### config.mk
export PLATFORM = sky130hd
export DESIGN_NAME = reg_trace_streamer
export DESIGN_NICKNAME = d
export VERILOG_FILES = /design/src/rtl/reg_trace_streamer.sv
export SDC_FILE = /design/constraint.sdc
export NUM_CORES = 1
export LEC_CHECK = 0
export ABC_CLOCK_PERIOD_IN_PS = 3430
export CAP_MARGIN = 20
export CORE_ASPECT_RATIO = 0.6
export CORE_MARGIN = 5
export CORE_UTILIZATION = 50
export CTS_CLUSTER_DIAMETER = 200
export DETAILED_ROUTE_END_ITERATION = 7
export PLACE_DENSITY = 0.82
export SLEW_MARGIN = 20
export SYNTH_ARGS = -nofsm -noshare
export SYNTH_HDL_FRONTEND = slang
export SYNTH_SLANG_ARGS = --single-unit
### constraint.sdc
create_clock -name clk -period 3.43 [get_ports clk]
set_clock_uncertainty 0.15 [all_clocks]
set_input_delay 0.343 -clock clk [delete_from_list [all_inputs] [get_ports clk]]
set_output_delay 0.343 -clock clk [all_outputs]
set_load 0.02 [all_outputs]
### src/rtl/reg_trace_streamer.sv
// Register trace streamer: snapshots NUM_REGS 32-bit register taps plus a
// free-running cycle stamp on a capture strobe, then emits them as a byte
// frame over valid/ready:
//   HDR_BYTE, stamp[31:24..7:0], reg1..regN (big-endian), XOR checksum.
// Optional feature macro: TRACE_DELTA_EN. When defined, a capture whose taps
// equal the last transmitted snapshot is skipped silently.
module reg_trace_streamer #(
    parameter int unsigned NUM_REGS = 10,
    parameter logic [7:0]  HDR_BYTE = 8'hA5
) (
    input  logic                     clk,
    input  logic                     reset,
    input  logic                     capture,
    input  logic [32*NUM_REGS-1:0]   regs_flat,
    output logic [7:0]               out_data,
    output logic                     out_valid,
    input  logic                     out_ready,
    output logic                     busy,
    output logic [7:0]               drop_count,
    output logic [15:0]              frame_count
);

    localparam int unsigned RegIdxW = (NUM_REGS > 1) ? $clog2(NUM_REGS) : 1;
    localparam logic [RegIdxW-1:0] LastReg = RegIdxW'(NUM_REGS - 1);

    typedef enum logic [2:0] {StIdle, StHdr, StCyc, StReg, StSum} state_e;

    state_e                  state_q, state_d;
    logic [31:0]             cyc_q;
    logic [31:0]             stamp_q, stamp_d;
    logic [32*NUM_REGS-1:0]  snap_q, snap_d;
    logic [7:0]              csum_q, csum_d;
    logic [1:0]              byte_idx_q, byte_idx_d;
    logic [RegIdxW-1:0]      reg_idx_q, reg_idx_d;
    logic [7:0]              drop_q, drop_d;
    logic [15:0]             frame_q, frame_d;
    logic [31:0]             reg_word;
    logic                    xfer;
    logic                    accept;
    logic                    skip;

    // Big-endian byte pick: index 0 is the most significant byte.
    function automatic logic [7:0] be_byte(input logic [31:0] w, input logic [1:0] idx);
        logic [7:0] b;
        case (idx)
            2'd0:    b = w[31:24];
            2'd1:    b = w[23:16];
            2'd2:    b = w[15:8];
            default: b = w[7:0];
        endcase
        return b;
    endfunction

`ifdef TRACE_DELTA_EN
    logic [32*NUM_REGS-1:0] shadow_q;

    // Shadow copy of the last fully transmitted snapshot.
    always_ff @(posedge clk or negedge reset) begin
        if (!reset) begin
            shadow_q <= '0;
        end else if (state_q == StSum && xfer) begin
            shadow_q <= snap_q;
        end
    end

    assign skip = (regs_flat == shadow_q);
`else
    assign skip = 1'b0;
`endif

    assign reg_word = snap_q[32*reg_idx_q +: 32];
    assign xfer     = out_valid && out_ready;
    assign accept   = capture && (state_q == StIdle) && !skip;

    // Outputs decode straight from state so reset clears them asynchronously.
    always_comb begin
        out_data  = 8'h00;
        out_valid = (state_q != StIdle);
        busy      = (state_q != StIdle);
        case (state_q)
            StHdr:   out_data = HDR_BYTE;
            StCyc:   out_data = be_byte(stamp_q, byte_idx_q);
            StReg:   out_data = be_byte(reg_word, byte_idx_q);
            StSum:   out_data = csum_q;
            default: out_data = 8'h00;
        endcase
    end

    // Next-state: frame sequencing, checksum, drop and frame counters.
    always_comb begin
        state_d    = state_q;
        stamp_d    = stamp_q;
        snap_d     = snap_q;
        csum_d     = csum_q;
        byte_idx_d = byte_idx_q;
        reg_idx_d  = reg_idx_q;
        drop_d     = drop_q;
        frame_d    = frame_q;

        // Any capture outside IDLE is rejected, including the final handshake edge.
        if (capture && state_q != StIdle && drop_q != 8'hFF) begin
            drop_d = drop_q + 8'd1;
        end

        if (xfer) begin
            csum_d = csum_q ^ out_data;
        end

        case (state_q)
            StIdle: begin
                if (accept) begin
                    stamp_d    = cyc_q;
                    snap_d     = regs_flat;
                    csum_d     = 8'h00;
                    byte_idx_d = 2'd0;
                    reg_idx_d  = '0;
                    state_d    = StHdr;
                end
            end
            StHdr: begin
                if (xfer) begin
                    state_d = StCyc;
                end
            end
            StCyc: begin
                if (xfer) begin
                    byte_idx_d = byte_idx_q + 2'd1;
                    if (byte_idx_q == 2'd3) begin
                        state_d = StReg;
                    end
                end
            end
            StReg: begin
                if (xfer) begin
                    byte_idx_d = byte_idx_q + 2'd1;
                    if (byte_idx_q == 2'd3) begin
                        if (reg_idx_q == LastReg) begin
                            state_d = StSum;
                        end else begin
                            reg_idx_d = reg_idx_q + 1'b1;
                        end
                    end
                end
            end
            StSum: begin
                if (xfer) begin
                    state_d = StIdle;
                    frame_d = frame_q + 16'd1;
                end
            end
            default: state_d = StIdle;
        endcase
    end

    // State registers and the free-running cycle counter.
    always_ff @(posedge clk or negedge reset) begin
        if (!reset) begin
            state_q    <= StIdle;
            cyc_q      <= 32'd0;
            stamp_q    <= 32'd0;
            snap_q     <= '0;
            csum_q     <= 8'h00;
            byte_idx_q <= 2'd0;
            reg_idx_q  <= '0;
            drop_q     <= 8'h00;
            frame_q    <= 16'd0;
        end else begin
            state_q    <= state_d;
            cyc_q      <= cyc_q + 32'd1;
            stamp_q    <= stamp_d;
            snap_q     <= snap_d;
            csum_q     <= csum_d;
            byte_idx_q <= byte_idx_d;
            reg_idx_q  <= reg_idx_d;
            drop_q     <= drop_d;
            frame_q    <= frame_d;
        end
    end

    assign drop_count  = drop_q;
    assign frame_count = frame_q;

endmodule

After elaboration in Yosys (flattened, before gate mapping)
Index checks and enable logic that the tools add are counted.

Bits in registers: 425. Input bits: 324. Output and inout bits: 34. Logic and storage cells: 73.

Add/sub/neg operators: 5. Equal/unequal tests: 19. Shift-type cells: 1. Muxes and demuxes: 23. Bitwise gates (word level): 1. Reduce and logical (&&, ||, !) cells: 15.

Operator list (number): $shiftx A320 B10 Y32 (1); $pmux W8 S3 (2); $add A32 B1 Y32 const B (1); $pmux W8 S4 (1); $mux W3 (8); $mux W8 (3); $ne A2 B2 Y1 const B (9); $add A16 B1 Y16 const B (1); $mux W4 (4); $pmux W3 S5 (1); $add A8 B1 Y8 const B (1); $ne A8 B8 Y1 const B (1); $pmux W4 S2 (1); $reduce_and A8 Y1 (1); $xor A8 B8 Y8 (1); $eq A3 B2 Y1 const B (2); $reduce_and A5 Y1 (1); $add A4 B1 Y4 const B (1); $eq A2 B2 Y1 const B (2); $eq A4 B4 Y1 const B (1); $logic_and A1 B1 Y1 (4); $mux W2 (2); $pmux W2 S2 (1); $reduce_and A2 Y1 (2); 11 further kinds (12).

Depth between registers and ports, before layout
Gate-level depths: netlist of the first run.

Depth after elaboration: 7. Mapped depth: 10. Mapped depth without buffers: 8.

Worst setup path after synthesis of the first run
No wires, ideal clock.

Path type: register -> output. From: register reg_idx_q[0]. To: output out_data[4]. Data arrival time: 1.892 ns. Data required time: 2.937 ns. Setup slack: 1.045 ns. Stages on the path, launching flop included: 9. Path buffers: 3. Path through: dfrtp_1 -> buf_4 -> buf_6 -> and2_1 -> clkbuf_1 -> a221oi_1 -> o22ai_1 -> and3_1 -> o21ai_1.

Longest elaborated chain between the ends: 3.

RTL lines: from (decl) (line 34) `logic [RegIdxW-1:0] reg_idx_q, reg_idx_d;`; from (signal assigned) (line 174) `reg_idx_q <= reg_idx_d;`; $shiftx A320 B10 Y32 (line 71) `assign reg_word = snap_q[32*reg_idx_q +: 32];`; $pmux W8 S3 (line 45) `case (idx)`; $pmux W8 S4 (line 80) `case (state_q)`; to (decl) (line 15) `output logic [7:0] out_data,`.

Every way passes these cells.

Worst setup path in the final report of the first run
From: register reg_idx_q[0]. To: output out_data[2].

The elaborated chain is that of the path after synthesis.

==> flow_summary.json, run 1 <==
{
  "ys_seq_elements": 425,
  "rows": 56,
  "routabilityCongestion": 0.9376,
  "synth_top_area_frac": 0.5381,
  "drive_gt1_frac": 0.07330,
  "grt_pass1_vias": 17032,
  "post-place-cells": 2992,
  "globalRoute.totalOverflow": 0,
  "cts.sinks": 425,
  "port_buffers": 357,
  "syn-num-nets": 2531,
  "path_class": "flop to output pin",
  "setup_viol": 3,
  "max_freq_mhz": 288.8,
  "detail-route-antenna-nets": 0,
  "cp_data_required_time_ns": 2.94,
  "wirelength_um": 64250,
  "hold_viol": 0,
  "vias_per_cell": 5.608,
  "synth.avg_cell_area_um2": 8.991,
  "synth_area_um2": 19760,
  "cts.reportedPaths.clkPinSlew_ns": 0.07,
  "rsz0062_at_grt": "yes",
  "first_iter_violations": 1833,
  "rrSetupSlack_ns": 0.74,
  "crit_path_max_fanout": 35,
  "tightest_slew_ns": 0.9885,
  "grt_usage": 0.2880,
  "n_antenna_cell": 0,
  "r2r_end": "csum_q[4]$_DFF_PN0_",
  "drc": 0,
  "nNetsFinal": 2854,
  "endpoint_kind": "output pin",
  "layout_commonest_cell": "nand2_1",
  "area_growth_syn_to_layout_pct": 28.19,
  "clock_latency_ns": 0.55,
  "place_ws_ns": 0.3319,
  "p_leak_nw": 12.11,
  "dp_hpwl_um": 47710,
  "synth_warnings": 0,
  "violations": "negative setup slack",
  "antenna_found_initial": 0,
  "htree_levels": 2,
  "worst_ep_arrival_time_ns": 2.97,
  "synth.distinct_cells": 53,
  "hold-worst-slack_ns": 0.1662,
  "cp-start-kind": "flop",
  "synthFlopType": "dfrtp_1",
  "synth_top_cell_by_area": "dfrtp_1",
  "setup_ws_ns": -0.03253,
  "die_x_um": 266.7,
  "wl_per_cell_um": 20.91,
  "clockBufferDepth": 3,
  "die-height_um": 164.0,
  "grt_pass1_wl_um": 98120,
  "multi_input_area_um2": 8562,
  "die-area_um2": 43730,
  "critPathLaunch": "reg_idx_q[0]$_DFFE_PN0P_",
  "fill_cells": 3095,
  "rr_startpoint": "reg_idx_q[0]$_DFFE_PN0P_",
  "setup_tns_ns": -0.06598,
  "period_share": 1.009,
  "synth_edf_count": 0,
  "ff_latch_area_um2": 10640,
  "status": "complete, but fails checks",
  "ir_worst_vdd_mv": 0.5738,
  "drt-pass1-iter-count": 5,
  "initial_core_util": 0.5064,
  "cts_tree": "built",
  "async_flop_share": 1.000,
  "clock-root-buffer": "clkbuf_16",
  "r2r_cells": 8,
  "drv_slew": 0,
  "netlist_instances": 2198,
  "cp-endpoint": "out_data[2]",
  "power_density_nw_per_um2": 810.7,
  "grt_max_degree": 161,
  "cap_violations": 0,
  "min_period_ns": 3.463,
  "vias": 17232,
  "final_cells": 3073,
  "min_path_type": "input port to flop",
  "final_cell_mix": "nand2_1, dfrtp_1, clkdlybuf4s50_1",
  "core_area_um2": 39030,
  "cts_buffers": 41,
  "hold_path_depth": 3,
  "io_pins": 358,
  "synth_area_leaders": "dfrtp_1, nand2_1, mux2i_1",
  "slew_headroom": 0.3341,
  "seq_area_frac_synth": 0.5381
}
==> power breakdown <==
part           leakage (nW)  total, mW  switching (mW)  internal (mW)
Combinational          6.06       7.58            4.60           2.98
Clock                 0.652       4.52            1.96           2.56
Sequential             5.40       8.44            1.47           6.97
Total                  12.1       20.5            8.03           12.5
==> through the flow <==
stage	area (um2)	power (mW)	utilization
floorplan	19760	12.83	-
global placement	23850	15.56	0.6111
detailed placement	23850	15.78	0.6111
CTS	25280	20.43	0.6477
global route	25330	21.72	0.6491
finish	25330	20.54	0.6491
==> what timing repair did <==
| action | in CTS | in global routing |
|---|---|---|
| resized for setup | 17 | 12 |
| pin swaps | 1 | 1 |
| hold buffers | 1 | 0 |
| gates cloned | 0 | 1 |
| buffers inserted | 6 | 0 |
| setup endpoints to repair | 8 | 8 |
| hold endpoints to repair | 98 | 0 |
==> Yosys cell counts (4+ instances only) <==
cell and count:
mux4_2 16, a41oi_1 4, o22ai_1 5, xor2_1 17, a21oi_1 21, mux2i_1 137, and3_1 14, nand3_1 17
a2bb2oi_1 4, nor2b_1 5, ha_1 9, and2_1 6, o21bai_1 4, buf_4 13, nor3_1 4, xnor2_1 37
dfrtp_1 425, nand4_1 20, buf_2 35, nor2_1 37, a221oi_1 25, nand2_1 1117, buf_6 6, o221ai_1 17
inv_1 11, o21ai_1 18, a22oi_1 20, a32oi_1 8, a222oi_1 8, clkbuf_1 75, o21ai_0 32
==> flip-flops by register name (all words and copies together), names as in the netlist <==
name         count
stamp_q         32
drop_count       8
csum_q           8
cyc_q           32
snap_q         320
byte_idx_q       2
state_q          3
frame_count     16
reg_idx_q        4
==> layer usage <==
| metal | wire length [um] | part of all wire | track usage | vias up |
|---|---|---|---|---|
| met3 | 6813 | 0.11 | 0.08340 | 116 |
| met5 | 0 | 0 | 0 | - |
| met1 | 27290 | 0.42 | 0.4117 | 8462 |
| li1 | - | - | - | 7810 |
| met2 | 28270 | 0.44 | 0.4356 | 844 |
| met4 | 1880 | 0.029 | 0.07909 | 0 |
==> how the worst min path moves through the flow <==
stage / startpoint / endpoint / slack (ns)
2_1_floorplan: reset / byte_idx_q[0]$_DFFE_PN0P_ / -0.10
3_3_place_gp: snap_q[252]$_DFFE_PN0P_ / snap_q[252]$_DFFE_PN0P_ / 0.31
3_5_place_dp: snap_q[81]$_DFFE_PN0P_ / snap_q[81]$_DFFE_PN0P_ / 0.31
4_1_cts: regs_flat[81] / snap_q[81]$_DFFE_PN0P_ / 0.16
5_1_grt: regs_flat[81] / snap_q[81]$_DFFE_PN0P_ / 0.17
6_report: regs_flat[81] / snap_q[81]$_DFFE_PN0P_ / 0.17
==> layout make-up <==
type	instances	area share
multi-input combinational	1628	0.3380
sequential	425	0.4201
clock inverter	13	0.004692
tap	522	0.02578
clock buffer	60	0.04697
timing repair buffer	411	0.1624
inverter	14	0.002074
==> kinds of logic (layout without fill, tap and decap cells) <==
family | Yosys count | after routing | share of synthesized area
adder cells (fa/ha/maj) | 9 | 9 | 0.005698
XOR/XNOR | 54 | 54 | 0.02393
flip-flops | 425 | 425 | 0.5381
multiplexers | 155 | 155 | 0.08876
buffers and inverters | 146 | 498 | 0.03469
AND/OR/NAND/NOR | 1239 | 1240 | 0.2484
AO/OA/AOI/OAI | 170 | 170 | 0.06034
==> worst max-delay path, stage by stage, from the launching register on <==
cell	delay, ns
dfrtp_4	0.54
buf_12	0.30
mux2i_1	0.48
o21ai_0	0.19
a41oi_1	0.34
and3_1	0.23
o21ai_1	0.11
buf_4	0.20
(Power assumes the default switching activity.)
==> inputs of run 2 (changes only) <==
- RECOVER_POWER: unset -> 25
==> flow_summary.json, run 2 (same netlist as run 1, synthesis figures left out) <==
{
  "wirelength_um": 64310,
  "crit_chain": "buf_12 > mux2i_1 > o21ai_0 > a41oi_1 > and3_1 > o21ai_1 > buf_4",
  "crit_slowest_cell": "dfrtp_4",
  "final_cells": 3073,
  "switchingPower_mw": 8.031,
  "fill_cells": 3103,
  "initial_core_util": 0.5064,
  "crit_path_max_fanout": 35,
  "rr_startpoint": "reg_idx_q[0]$_DFFE_PN0P_",
  "routabilityCongestion": 0.9376,
  "ir_worst_vdd_mv": 0.5762,
  "endpoint_kind": "output pin",
  "rows": 56,
  "path_class": "flop to output pin",
  "r2r_end": "csum_q[4]$_DFF_PN0_",
  "crit_buf_inv": 2,
  "power_density_nw_per_um2": 811.6,
  "cpPeakStageDelay_ns": 0.54,
  "fin_total_pwr_mw": 20.54,
  "cp_data_required_time_ns": 2.94,
  "vias": 17252,
  "period_share": 1.013,
  "slew_headroom": -0.8087,
  "die-area_um2": 43730,
  "rrSetupSlack_ns": 0.77,
  "first_iter_violations": 1835,
  "wl_per_cell_um": 20.93,
  "pwr-share-clk": 0.220,
  "violations": "max-capacitance violations, max-slew violations, negative setup slack",
  "cts.sinks": 425,
  "setup_ws_ns": -0.04418,
  "multi_input_area_um2": 8557,
  "detail-route-antenna-nets": 0,
  "swShare": 0.3911,
  "drt-pass1-iter-count": 7,
  "setup_tns_ns": -0.04418,
  "die-height_um": 164.0,
  "largest-register": "snap_q",
  "combPwrFrac": 0.369,
  "p_leak_nw": 12.10,
  "fin_util": 0.6484,
  "top_regs": "snap_q (320), cyc_q (32), stamp_q (32)",
  "placed_area_um2": 23850,
  "wl_met2_um": 28390,
  "grt_pass1_vias": 17032,
  "hold_path_depth": 3,
  "wl_met3_um": 6612,
  "cts.reportedPaths.clkPinSlew_ns": 0.07,
  "min_period_ns": 3.474,
  "drc": 0,
  "grt_usage": 0.2880,
  "stdcell_area_um2": 25300,
  "rsz0062_at_grt": "yes",
  "area_growth_syn_to_layout_pct": 28.04,
  "top_layer_used": "met4",
  "drv_slew": 109,
  "hold-path-endpoint": "snap_q[81]$_DFFE_PN0P_",
  "antenna_found_initial": 0,
  "clock_latency_ns": 0.56,
  "vias_per_cell": 5.614,
  "setup_viol": 1,
  "p_seq_frac": 0.411,
  "cp-start-kind": "flop",
  "r2r_cells": 8,
  "largest_register_ffs": 320,
  "internal_power_mw": 12.50,
  "ff_latch_area_um2": 10640,
  "cap_violations": 1,
  "grt_pass1_wl_um": 98120,
  "min_path_type": "input port to flop",
  "cts_tree": "built",
  "htree_levels": 2,
  "critPathTopFamily": "compound AO/OA/AOI/OAI gates",
  "hold_viol": 0,
  "cts_buffers": 41,
  "core_area_um2": 39030,
  "max_freq_mhz": 287.8,
  "final_cell_mix": "nand2_1, dfrtp_1, clkdlybuf4s50_1",
  "nNetsFinal": 2854,
  "grt_max_degree": 161,
  "port_buffers": 357,
  "n_antenna_cell": 0,
  "io_pins": 358,
  "dp_hpwl_um": 47710,
  "tightest_slew_ns": 2.713,
  "globalRoute.totalOverflow": 0,
  "die_x_um": 266.7,
  "post-place-cells": 2992,
  "worst_ep_arrival_time_ns": 2.98,
  "layout_commonest_cell": "nand2_1",
  "clock-root-buffer": "clkbuf_16",
  "clockBufferDepth": 3,
  "drive_gt1_frac": 0.07252,
  "status": "complete, but fails checks",
  "holdCritStartpoint": "regs_flat[81]",
  "drt-met1-wl_um": 27460
}
[run 2: cell types whose count changed in the layout (fill, tap and decap cells not counted), sizes merged]
cell,before,now
buf,62,56
clkbuf,60,66
[run 2: how the worst max path moves through the flow]
| stage | start | endpoint | cells after the start |
|---|---|---|---|
| 2_1_floorplan | reg_idx_q[0]$_DFFE_PN0P_ | out_data[4] | 8 |
| 3_3_place_gp | reg_idx_q[0]$_DFFE_PN0P_ | out_data[1] | 7 |
| 3_5_place_dp | reg_idx_q[2]$_DFFE_PN0P_ | out_data[1] | 7 |
| 4_1_cts | reg_idx_q[0]$_DFFE_PN0P_ | out_data[6] | 8 |
| 5_1_grt | reset | reg_idx_q[0]$_DFFE_PN0P_ | 3 |
| 6_report | reg_idx_q[0]$_DFFE_PN0P_ | out_data[2] | 7 |
[run 2: layout make-up]
class	instances	share of cell area
Inverter	14	0.002077
Clock inverter	13	0.004697
Sequential cell	425	0.4205
Tap cell	522	0.02581
Clock buffer	60	0.04702
Multi-Input combinational cell	1628	0.3382
Timing Repair Buffer	411	0.1617
[run 2: repair_timing]
action	4_1_cts	5_1_grt
gates resized for setup	17	12
hold endpoints to repair	98	0
hold buffers	1	0
setup endpoints to repair	8	8
pin swaps	1	1
setup buffers	6	0
gates cloned	0	1
[run 2: per-layer routing]
metal  GRT usage  vias to the layer above
li1            -                     7815
met1      0.4117                     8503
met2      0.4356                      818
met3     0.08340                      116
met4     0.07909                        0
met5           0                        -
[run 2: power groups by stage]
stage          registers [mW]  logic (mW)  clock network [mW]
2_1_floorplan            7.85        4.97                   0
3_3_place_gp             8.41        7.15                   0
3_5_place_dp             8.43        7.35                   0
4_1_cts                  8.36        7.52                4.55
5_1_grt                  8.61        8.32                4.78
6_report                 8.44        7.57                4.52
[run 2: per-stage QoR]
step / worst slack (ns) / hold slack, ns
floorplan: 1.045 / -0.1026
global placement: 0.3620 / 0.3068
detailed placement: 0.3319 / 0.3095
CTS: 0.01428 / 0.1588
global route: -0.02623 / 0.1680
finish: -0.04418 / 0.1651
[run 2: worst min-delay path, delay by kind of cell]
kind	cells	cell delay [ns]
buffers and inverters	1	0.39
and+or+nand+nor	2	0.10
==> RTL edit (config.mk and constraints of run 2) <==
Compare `reg_idx_q` against `LastReg` with >= in place of ==.
--- a/src/rtl/reg_trace_streamer.sv
+++ b/src/rtl/reg_trace_streamer.sv
@@ -134,7 +134,7 @@
                 if (xfer) begin
                     byte_idx_d = byte_idx_q + 2'd1;
                     if (byte_idx_q == 2'd3) begin
-                        if (reg_idx_q == LastReg) begin
+                        if (reg_idx_q >= LastReg) begin
                             state_d = StSum;
                         end else begin
                             reg_idx_d = reg_idx_q + 1'b1;
Behaviour: no difference found for any inputs over 4 cycles, from zero or initial values and one cycle with reset low; that may be too few to reach the edited logic, so the function may still have changed.
==> RTL edit against run 2 <==
The flow still finishes with violations (capacitance limit, slew limit, setup timing). Worst setup slack worse by 0.020 ns. Design area rose by 1.9%. Non-clock buffer count rose by 39. Count of clock-buffer cells in the layout decreased by 5. Critical path type unchanged. Cell count is 1.5% higher. Core utilization rose by 0.97 points. Fmax shrank 0.57%. Worst hold slack worse by 0.0041 ns. Area after synthesis up 0.65%. Sequential cell count unchanged. Power up 4.5%. Wire length up 6.2%. Combinational power is 7.1% higher.
==> RTL edit: results <==
metrics = {
    "status": {
        "status": "complete, but fails checks",
        "violations": "capacitance limit, slew limit, setup timing",
    },
    "global_routing": {
        "grt_pass1_vias": 17432,
        "grt_start_max_net_pins": 119,
        "antenna_found_initial": 7,
        "grt_pass1_wl_microns": 102000,
        "gr-usage-all-layers": 0.303,
    },
    "cells_and_area": {
        "drive_gt1_frac": 0.0832,
        "reg.largest.list": "snap_q (320), cyc_q (32), stamp_q (32)",
        "nets": 2904,
        "fillers": 3023,
    },
    "synth": {
        "synthTopCellsByArea": "dfrtp_1 53%, nand2_1 21%, mux2i_1 6.6%",
        "yosys-top-cells-count": "1132 x nand2_1, 425 x dfrtp_1, 132 x mux2i_1",
        "ys_types": 53,
        "synth.net_count": 2544,
        "async_flop_share": 1.00,
        "synthFlopType": "dfrtp_1",
        "yosys_warnings": 0,
        "seq_area_frac_synth": 0.535,
    },
    "sta": {
        "worst_pin_slew_ns": 1.77,
        "setup_viol": 1,
        "post-route-worst-setup-slack_ns": -0.0643,
        "final.setup.tns_ns": -0.0643,
        "maxSlewViolCount": 118,
    },
    "clock_network": {
        "cts-root-buf": "clkbuf_16",
        "htreeDepth": 2,
        "cts_buffers": 40,
        "clock_latency_ns": 0.55,
        "cts_buffer_depth": 3,
        "path_clk_slew_ns": 0.06,
    },
    "setup_path": {
        "path_delay_family": "buffers and inverters",
        "crit_slowest_cell": "dfrtp_4",
        "worstPathMaxFanout": 22,
        "max_stage_delay_ns": 0.54,
        "worstPathArrival_ns": 3.00,
    },
    "placed_design": {
        "dpl.hpwl_microns": 51100,
        "post-place-ws_ns": 0.0845,
        "gp_congestion": 1.03,
        "numPortBuffers": 357,
    },
    "pwr": {
        "ir_drop_v": 0.000408,
        "power.leakage_nw": 12.6,
    },
    "hold_path": {
        "hp-class": "in -> reg",
    },
    "route": {
        "drt_iter0_drc": 1922,
        "wire_per_inst_microns": 21.9,
        "viasPerCell": 5.60,
        "dr.pass1.iters": 6,
    },
    "job": {
        "cap_violations": 1,
    },
}
-- RTL edit: through the flow --
stage          instances  hold WS [ns]  instance area [sq um]  utilization
2_1_floorplan       2210        -0.103                  19900            -
3_3_place_gp        3036         0.303                  24100        0.615
3_5_place_dp        3036         0.307                  24100        0.615
4_1_cts             3109         0.150                  25600        0.653
5_1_grt             3118         0.168                  25800        0.658
6_report            3119         0.161                  25800        0.658
-- RTL edit: area by class of cell --
class                   instances  area (sq um)  share of cell area
repair buffers                450          4450               0.173
flip-flops and latches        425         10600               0.413
inverters                      17          67.6             0.00262
well taps                     522           653              0.0253
diodes                          1          2.50           0.0000971
clock inverters                13           205             0.00796
clock buffers                  55          1180              0.0457
multi-input cells            1636          8570               0.333
-- RTL edit: worst paths after layout --
path	start	end	slack [ns]	depth (start not counted)
worst max-delay path	reg_idx_q[0]	out_data[7]	-0.06	10
worst min-delay path	regs_flat[215]	snap_q[215]	0.16	3
worst max register to register	byte_idx_q[0]	csum_q[3]	0.64	10
worst min register to register	frame_count[15]	frame_count[15]	0.32	1
max in group asynchronous	reset	stamp_q[27]	0.67	3
min in group asynchronous	reset	snap_q[46]	0.65	2
-- RTL edit: kinds of logic after synthesis --
group	share of synthesized area
xor+xnor	0.0238
buf+inv	0.0403
flops	0.535
compound gates	0.0582
simple gates	0.248
fa+ha+maj	0.00629
mux	0.0887
-- RTL edit: timing repair --
item | in CTS | in global routing
pin swaps | 0 | 2
gates cloned | 0 | 3
gates resized for setup | 21 | 41
hold endpoints to repair | 101 | 0
hold buffers | 1 | 0
setup buffers | 4 | 6
setup endpoints to repair | 8 | 8
-- RTL edit: metal layers --
| layer | global-route usage | share of wire |
|---|---|---|
| met1 | 0.426 | 0.42 |
| met2 | 0.445 | 0.43 |
| met3 | 0.124 | 0.13 |
| met4 | 0.0741 | 0.024 |
| met5 | 0 | 0.0013 |
-- RTL edit: report_power, final --
group	switching, W	internal [W]	leakage [nW]	total, W
registers	0.00163	0.00696	5.40	0.00859
logic	0.00483	0.00328	6.51	0.00811
clock network	0.00198	0.00278	0.690	0.00476
total	0.00844	0.0130	12.6	0.0215
-- RTL edit: worst reg2reg max path: stages, from the launching register on --
cell and delay, ns:
dfrtp_1 0.42, inv_1 0.12, ha_1 0.30, a222oi_1 0.50, buf_4 0.20, o21ai_0 0.06, a22oi_1 0.23, buf_4 0.16
inv_1 0.04, o31ai_2 0.28, mux2i_1 0.24
